==> src/rtl/lynxTypes.sv <==
// Shared stream types for the vio fabric: widths, the per-beat record carried
// through the transmit skid buffer, and the route tagger input FSM states.
package lynxTypes;

   localparam int AXI_DATA_BITS = 512;
   localparam int PID_BITS      = 6;
   localparam int ROUTE_BITS    = 14;

   typedef logic [ROUTE_BITS-1:0] route_t;

   typedef struct packed {
      logic [AXI_DATA_BITS-1:0]   data;
      logic [AXI_DATA_BITS/8-1:0] keep;
      logic                       last;
      logic [PID_BITS-1:0]        tid;
      route_t                     route;
   } vio_beat_t;

   typedef enum logic [1:0] {
      IDLE = 2'd0,
      FWD  = 2'd1,
      DROP = 2'd2
   } vio_tx_state_t;

endpackage

==> src/rtl/vio_skid_buf.sv <==
// Two-entry register FIFO with valid/ready on both sides. Slot 0 is always the
// head, so the read side is driven straight from a register.
module vio_skid_buf
   import lynxTypes::*;
#(
   parameter type beat_t = vio_beat_t
) (
   input  logic  aclk,
   input  logic  areset,
   input  beat_t wr_data,
   input  logic  wr_valid,
   output logic  wr_ready,
   output beat_t rd_data,
   output logic  rd_valid,
   input  logic  rd_ready
);

   beat_t      slot_reg [2];
   logic [1:0] count_reg;
   logic       wr;
   logic       rd;

   assign wr_ready = (count_reg != 2'd2);
   assign rd_valid = (count_reg != 2'd0);
   assign rd_data  = slot_reg[0];
   assign wr       = wr_valid && wr_ready;
   assign rd       = rd_valid && rd_ready;

   always_ff @(posedge aclk) begin
      if (areset) begin
         count_reg   <= 2'd0;
         slot_reg[0] <= '0;
         slot_reg[1] <= '0;
      end else begin
         if (rd && count_reg == 2'd2) begin
            slot_reg[0] <= slot_reg[1];
         end
         // A write lands in the head slot whenever the head is empty or leaving.
         if (wr) begin
            if (count_reg == 2'd0 || (count_reg == 2'd1 && rd)) begin
               slot_reg[0] <= wr_data;
            end else begin
               slot_reg[1] <= wr_data;
            end
         end
         count_reg <= count_reg + 2'(wr) - 2'(rd);
      end
   end

endmodule

==> src/rtl/vio_route_tx.sv <==
// Transmit-side route tagger: stamps each packet with the route sampled at SOP,
// drops packets sent while no route is configured, and counts traffic.
module vio_route_tx #(
   parameter int DATA_BITS  = lynxTypes::AXI_DATA_BITS,
   parameter int ID_BITS    = lynxTypes::PID_BITS,
   parameter int ROUTE_BITS = 14,
   parameter int CNT_BITS   = 32
) (
   input  logic                   aclk,
   input  logic                   areset,
   input  logic [ROUTE_BITS-1:0]  route_cfg,
   input  logic                   route_cfg_valid,
   input  logic                   s_tvalid,
   output logic                   s_tready,
   input  logic [DATA_BITS-1:0]   s_tdata,
   input  logic [DATA_BITS/8-1:0] s_tkeep,
   input  logic                   s_tlast,
   input  logic [ID_BITS-1:0]     s_tid,
   output logic                   m_tvalid,
   input  logic                   m_tready,
   output logic [DATA_BITS-1:0]   m_tdata,
   output logic [DATA_BITS/8-1:0] m_tkeep,
   output logic                   m_tlast,
   output logic [ID_BITS-1:0]     m_tid,
   output logic [ROUTE_BITS-1:0]  route_in,
   output logic [CNT_BITS-1:0]    pkt_cnt,
   output logic [CNT_BITS-1:0]    beat_cnt,
   output logic [CNT_BITS-1:0]    drop_cnt,
   output logic                   busy
);

   import lynxTypes::*;

   typedef struct packed {
      logic [DATA_BITS-1:0]   data;
      logic [DATA_BITS/8-1:0] keep;
      logic                   last;
      logic [ID_BITS-1:0]     tid;
      logic [ROUTE_BITS-1:0]  route;
   } beat_t;

   vio_tx_state_t         state_reg, state_next;
   logic [ROUTE_BITS-1:0] route_hold_reg;
   logic [ROUTE_BITS-1:0] route_last_reg;
   logic [CNT_BITS-1:0]   pkt_cnt_reg, beat_cnt_reg, drop_cnt_reg;

   logic  accept;
   logic  push;
   logic  route_latch;
   logic  drop_inc;
   logic  buf_wr_ready;
   beat_t wr_beat;
   beat_t head_beat;

   assign s_tready = !areset && (state_reg == DROP || buf_wr_ready);
   assign accept   = s_tvalid && s_tready;

   always_comb begin
      state_next  = state_reg;
      push        = 1'b0;
      route_latch = 1'b0;
      drop_inc    = 1'b0;
      case (state_reg)
         IDLE: begin
            if (accept) begin
               if (route_cfg_valid) begin
                  push        = 1'b1;
                  route_latch = 1'b1;
                  if (!s_tlast) state_next = FWD;
               end else if (s_tlast) begin
                  drop_inc = 1'b1;
               end else begin
                  state_next = DROP;
               end
            end
         end
         FWD: begin
            if (accept) begin
               push = 1'b1;
               if (s_tlast) state_next = IDLE;
            end
         end
         DROP: begin
            if (accept && s_tlast) begin
               drop_inc   = 1'b1;
               state_next = IDLE;
            end
         end
         default: state_next = IDLE;
      endcase
   end

   // The SOP beat uses route_cfg directly; later beats reuse the held copy.
   assign wr_beat = '{data:  s_tdata,
                      keep:  s_tkeep,
                      last:  s_tlast,
                      tid:   s_tid,
                      route: route_latch ? route_cfg : route_hold_reg};

   vio_skid_buf #(
      .beat_t(beat_t)
   ) u_skid (
      .aclk     (aclk),
      .areset   (areset),
      .wr_data  (wr_beat),
      .wr_valid (push),
      .wr_ready (buf_wr_ready),
      .rd_data  (head_beat),
      .rd_valid (m_tvalid),
      .rd_ready (m_tready)
   );

   always_ff @(posedge aclk) begin
      if (areset) begin
         state_reg      <= IDLE;
         route_hold_reg <= '0;
         route_last_reg <= '0;
         pkt_cnt_reg    <= '0;
         beat_cnt_reg   <= '0;
         drop_cnt_reg   <= '0;
      end else begin
         state_reg <= state_next;
         if (route_latch) route_hold_reg <= route_cfg;
         if (m_tvalid) route_last_reg <= head_beat.route;
         if (m_tvalid && m_tready) begin
            beat_cnt_reg <= beat_cnt_reg + 1'b1;
            if (head_beat.last) pkt_cnt_reg <= pkt_cnt_reg + 1'b1;
         end
         if (drop_inc) drop_cnt_reg <= drop_cnt_reg + 1'b1;
      end
   end

   assign m_tdata  = head_beat.data;
   assign m_tkeep  = head_beat.keep;
   assign m_tlast  = head_beat.last;
   assign m_tid    = head_beat.tid;
   assign route_in = m_tvalid ? head_beat.route : route_last_reg;
   assign pkt_cnt  = pkt_cnt_reg;
   assign beat_cnt = beat_cnt_reg;
   assign drop_cnt = drop_cnt_reg;
   assign busy     = (state_reg != IDLE);

endmodule
==> config.mk <==
export PLATFORM = sky130hd
export DESIGN_NAME = vio_route_tx
export DESIGN_NICKNAME = d
export VERILOG_FILES = /design/src/rtl/lynxTypes.sv /design/src/rtl/vio_skid_buf.sv /design/src/rtl/vio_route_tx.sv
export SDC_FILE = /design/constraint.sdc
export NUM_CORES = 2
export LEC_CHECK = 0
export ABC_AREA = 1
export CORE_AREA = 2 2 508 510
export DETAILED_ROUTE_END_ITERATION = 10
export DIE_AREA = 0 0 510 512
export GPL_ROUTABILITY_DRIVEN = 0
export GPL_TIMING_DRIVEN = 0
export SKIP_CTS_REPAIR_TIMING = 1
export SYNTH_ARGS = -nofsm -noshare
export SYNTH_HDL_FRONTEND = slang
export SYNTH_SLANG_ARGS = --single-unit
==> constraint.sdc <==
create_clock -name aclk -period 39.2 [get_ports aclk]
set_input_delay 11.76 -clock aclk [delete_from_list [all_inputs] [get_ports aclk]]
set_output_delay 11.76 -clock aclk [all_outputs]
set_load 0.03 [all_outputs]
== Word-level counts from Yosys, hierarchy flattened ==
Memory sizes are Yosys's and may differ from the RTL's.
Cells that the tools add are included.

* Memories kept: 1
* Flip-flop bits (word level): 128
* Output and inout port bits: 696
* Bits in latches: 0
* Bits in read-only memories: 0
* Bits of input ports: 602
* RAM bits: 1194

{| class="wikitable"
|+ Memory list
! memory !! depth !! width !! rd ports !! clocked after Yosys merged registers in !! wr ports !! RTL line !! source
|-
| u_skid.slot_reg || 2 || 597 || 2 || 0 || 2 || vio_skid_buf.sv:18 || <nowiki>beat_t slot_reg [2];</nowiki>
|}

* Equality and inequality tests: 10
* $lt $le $gt $ge: 0
* $mul: 0
* Shifts and indexed selects: 0
* Divide/modulo/power cells: 0
* Reduce and logical (&&, ||, !) cells: 16
* Add/sub/neg operators: 5
* Mux-type cells: 36
* Bitwise logic cells: 3

{| class="wikitable"
|+ Operators with widths
! operator !! count
|-
| $mux W597 || 3
|-
| $add A32 B1 Y32 const B || 3
|-
| $mux W14 || 2
|-
| $mux W1 || 21
|-
| $mux W2 || 7
|-
| $ne A2 B2 Y1 const B || 5
|-
| $logic_and A1 B1 Y1 || 7
|-
| $pmux W2 S3 || 1
|-
| $reduce_and A5 Y1 || 1
|-
| $eq A2 B1 Y1 const B || 2
|-
| $eq A2 B2 Y1 const B || 2
|-
| $logic_not A2 Y1 || 2
|-
| $pmux W1 S2 || 2
|-
| $reduce_bool A2 Y1 || 2
|-
| $or A1 B1 Y1 || 3
|-
| $add A2 B1 Y2 || 1
|-
| $logic_or A1 B1 Y1 || 2
|-
| $ne A2 B1 Y1 const B || 1
|-
| $reduce_and A2 Y1 || 1
|-
| $sub A2 B1 Y2 || 1
|-
| $logic_not A1 Y1 || 1
|}

== Depth between registers and ports, before layout ==
* Depth in word-level cells: 11
* Mapped depth: 12

== By module ==
Synthesis repeated with hierarchy kept, for this count alone.

* Cell total of the unflattened synthesis: 6649
* Area, all modules: 61687.9 µm²

{| class="wikitable"
|+ By module, submodules not included
! module !! area an instance (µm²) !! cells each !! times used
|-
| vio_skid_buf || 55286.8 || 5665 || 1
|-
| vio_route_tx || 6401.1 || 984 || 1
|}

== Least setup slack after synthesis ==
Ideal clock, no wire load.

* Path kind: input -> register
* Start: in areset
* End: mem u_skid.slot_reg[0][0] (netlist bit), enable pin
* Arrival time: 26.085 ns
* Required time: 33.499 ns
* Stages on the path: 9
* Path buffers: 4
* Setup slack: 7.414 ns
* Library setup time: 5.701 ns
* Cell sequence: buf_2 -> clkinv_2 -> nand3_2 -> a21oi_4 -> nand2_2 -> buf_4 -> buf_2 -> buf_2 -> nand3_1

{| class="wikitable"
|+ RTL lines
! item !! RTL line !! source
|-
| from (decl) || vio_route_tx.sv:10 || <nowiki>input logic areset,</nowiki>
|-
| to (decl) || vio_skid_buf.sv:18 ||
|}

== Final worst setup path ==
* Start: in areset
* End: out s_tready

* Word-level cells in the longest chain between the ends: 2

{| class="wikitable"
|+ RTL lines
! item !! RTL line !! source
|-
| $logic_not A1 Y1 || vio_route_tx.sv:55 || <nowiki>assign s_tready = !areset && (state_reg == DROP || buf_wr_ready);</nowiki>
|-
| $logic_and A1 B1 Y1 || vio_route_tx.sv:55 ||
|-
| to (decl) || vio_route_tx.sv:14 || <nowiki>output logic s_tready,</nowiki>
|}

Every way passes these cells.

==> flow_summary.toml <==
[detailed_routing]
dr_total_vias = 47500
drtIter0Drc = 4699
antenna_left = 0
dr.pass1.iters = 6
wirelength_mm = 249
drc_errors = 0
viasPerCell = 4.25
wl_per_cell_um = 22.3

[setup_path]
cp-endpoint = "s_tready"
r2r_setup_slack_ns = 34.39
cp_max_fo = 10
cp.arrival_ns = 13.36
end_kind = "output port"
r2r_cells = 14
required_ns = 27.44
r2r-start = "u_skid.count_reg[1]"
startpoint = "areset"
critPathLaunchType = "input port"
criticalPathCategory = "input port to output port"
r2r_end = "u_skid.slot_reg[0][245]"

[die]
die_h_um = 512
rows = 186
pin_count = 1298
core_area_um2 = 256000
die_w_um = 510
die_area_um2 = 261000
start_util = 0.235

[logic_synthesis]
syn-cell-area_um2 = 60200
synth_edf_count = 1194
synth.avg_cell_area_um2 = 9.86
synth-seq-area-share = 0.638
synth_warnings = 0
yosys_most_used_dff = "edfxtp_1"
syn_nets = 6718
async_flop_share = 0
yosysUniqueCellTypes = 34
syn_inst = 6111
synth.ff_latch_count = 1322

[layout]
syn_to_final_growth_pct = 38.4
final_nets = 8192
fin_area_um2 = 83300
final_common_cell = "nor2_1"
largest_register_ffs = 1194
drive_gt1_frac = 0.140
nFillCells = 26000
final_cell_mix = "nor2_1 (1,982), clkdlybuf4s50_1 (1,296), edfxtp_1 (1,194)"
layout.cells.non_filler = 11200
utilization = 0.326

[sta]
setup_viol = 0
report.final.slew_viol_count = 0
tightest_slew_ns = 1.22
rsz0062_at_grt = "no"
fmax_ghz = 0.0398
fin_setup_tns_ns = 0
period_share = 0.641
layout_setup_ws_ns = 14.08
fin_skew_ns = 0.0460
hold_viol_final = 0
fin_crit_ns = 25.12
timing.hold.ws_ns = 0.509
relSlewSlack = 0.187

[pwr]
power_mw = 4.82
ir_drop_mv = 0.0609
power_density_nw_per_um2 = 57.9
power_leakage_nw = 33.4
switching_power_mw = 1.60
p_int_mw = 3.22
p_comb_frac = 0.303
seq_power_share = 0.390
clock_power_share = 0.307
swShare = 0.332

[placement]
dp_hpwl_mm = 200
pre_cts_slack_ns = 14.06
dpl_cell_area_um2 = 78000
io_buffers = 1296
dp.cells = 10800

[grt]
track_usage = 0.183
grt_overflow_total = 0
grt_pass1_vias = 45000
grt_pass1_wl_mm = 341
grt_max_degree = 69
grt_antenna_before_repair = 148

[flow_run]
cap_violations = 0

[cts]
cts_tree = "yes"
clk_pin_slew_worst_paths_ns = 0.05
cts_max_path_buffers = 3
cts_made_buffers = 154
cts_max_level = 4
insertion_delay_ns = 0.81
cts_num_sinks = 1322
root_buffer = "clkbuf_16"

[min_path]
hp-class = "flip-flop to flip-flop"

[outcome]
run_status = "finished clean"
worst max-delay path, stage by stage:
cell and delay [ns]:
buf_2 0.23, buf_1 0.52, a21oi_1 0.10, clkdlybuf4s50_1 0.73
power by group through the flow:
stage / logic, mW / registers [mW] / clock network [mW]
6_report: 1.46 / 1.88 / 1.48
3_3_place_gp: 1.44 / 2.13 / 0
4_1_cts: 1.48 / 1.88 / 1.52
2_1_floorplan: 0.825 / 2.02 / 0
5_1_grt: 1.56 / 1.90 / 1.56
3_5_place_dp: 1.47 / 1.91 / 0
per-layer routing:
metal | track usage | vias up | part of all wire
met2 | 0.292 | 2166 | 0.45
li1 | - | 22100 | -
met5 | 0 | - | 0.0033
met3 | 0.0711 | 494 | 0.12
met1 | 0.222 | 22600 | 0.39
met4 | 0.0692 | 122 | 0.039
worst min path at each step:
| stage | start | endpoint | slack, ns | depth (start not counted) |
|---|---|---|---|---|
| floorplan | u_skid.count_reg[1] | u_skid.count_reg[1] | 0.45 | 1 |
| global placement | u_skid.count_reg[1] | u_skid.count_reg[1] | 0.47 | 1 |
| detailed placement | beat_cnt[0] | beat_cnt[0] | 0.50 | 1 |
| CTS | beat_cnt[0] | beat_cnt[0] | 0.50 | 1 |
| global route | beat_cnt[0] | beat_cnt[0] | 0.52 | 1 |
| finish | beat_cnt[0] | beat_cnt[0] | 0.51 | 1 |
Yosys cell counts (12+ instances only):
cell         n  share of area
a21oi_1     62         0.0052
buf_2      188          0.016
buf_4      596          0.074
clkbuf_1    74         0.0046
dfxtp_1    128          0.043
edfxtp_1  1194           0.60
inv_1      725          0.045
nand2_1    335          0.021
nand3_1     78         0.0065
nand4_1     19         0.0020
nor2_1    1982           0.12
o21ai_0    418          0.035
o21ai_1    217          0.018
or2_2       28         0.0029
xor2_1      12         0.0017
cell families (layout without fill, tap and decap cells):
logic type      count (synthesis)  in the layout  share of synthesized area
simple gates                 2458           2458                      0.157
flops                        1322           1322                      0.638
compound gates                709            709                     0.0595
other cells                     0             61                          0
xor+xnor                       15             15                    0.00218
buf+inv                      1602           3204                      0.142
fa+ha+maj                       5              5                    0.00104
area by class of cell:
| class | instances | area, um2 | area share |
|---|---|---|---|
| antenna | 61 | 153 | 0.00183 |
| multi-input combinational | 3187 | 13300 | 0.159 |
| buffer | 872 | 5810 | 0.0697 |
| tap | 3384 | 4230 | 0.0508 |
| inverter | 730 | 2740 | 0.0329 |
| sequential | 1322 | 38400 | 0.461 |
| clock inverter | 91 | 1040 | 0.0125 |
| clock buffer | 193 | 4080 | 0.0490 |
| timing repair buffer | 1318 | 13600 | 0.163 |
(Power assumes the default switching activity.)
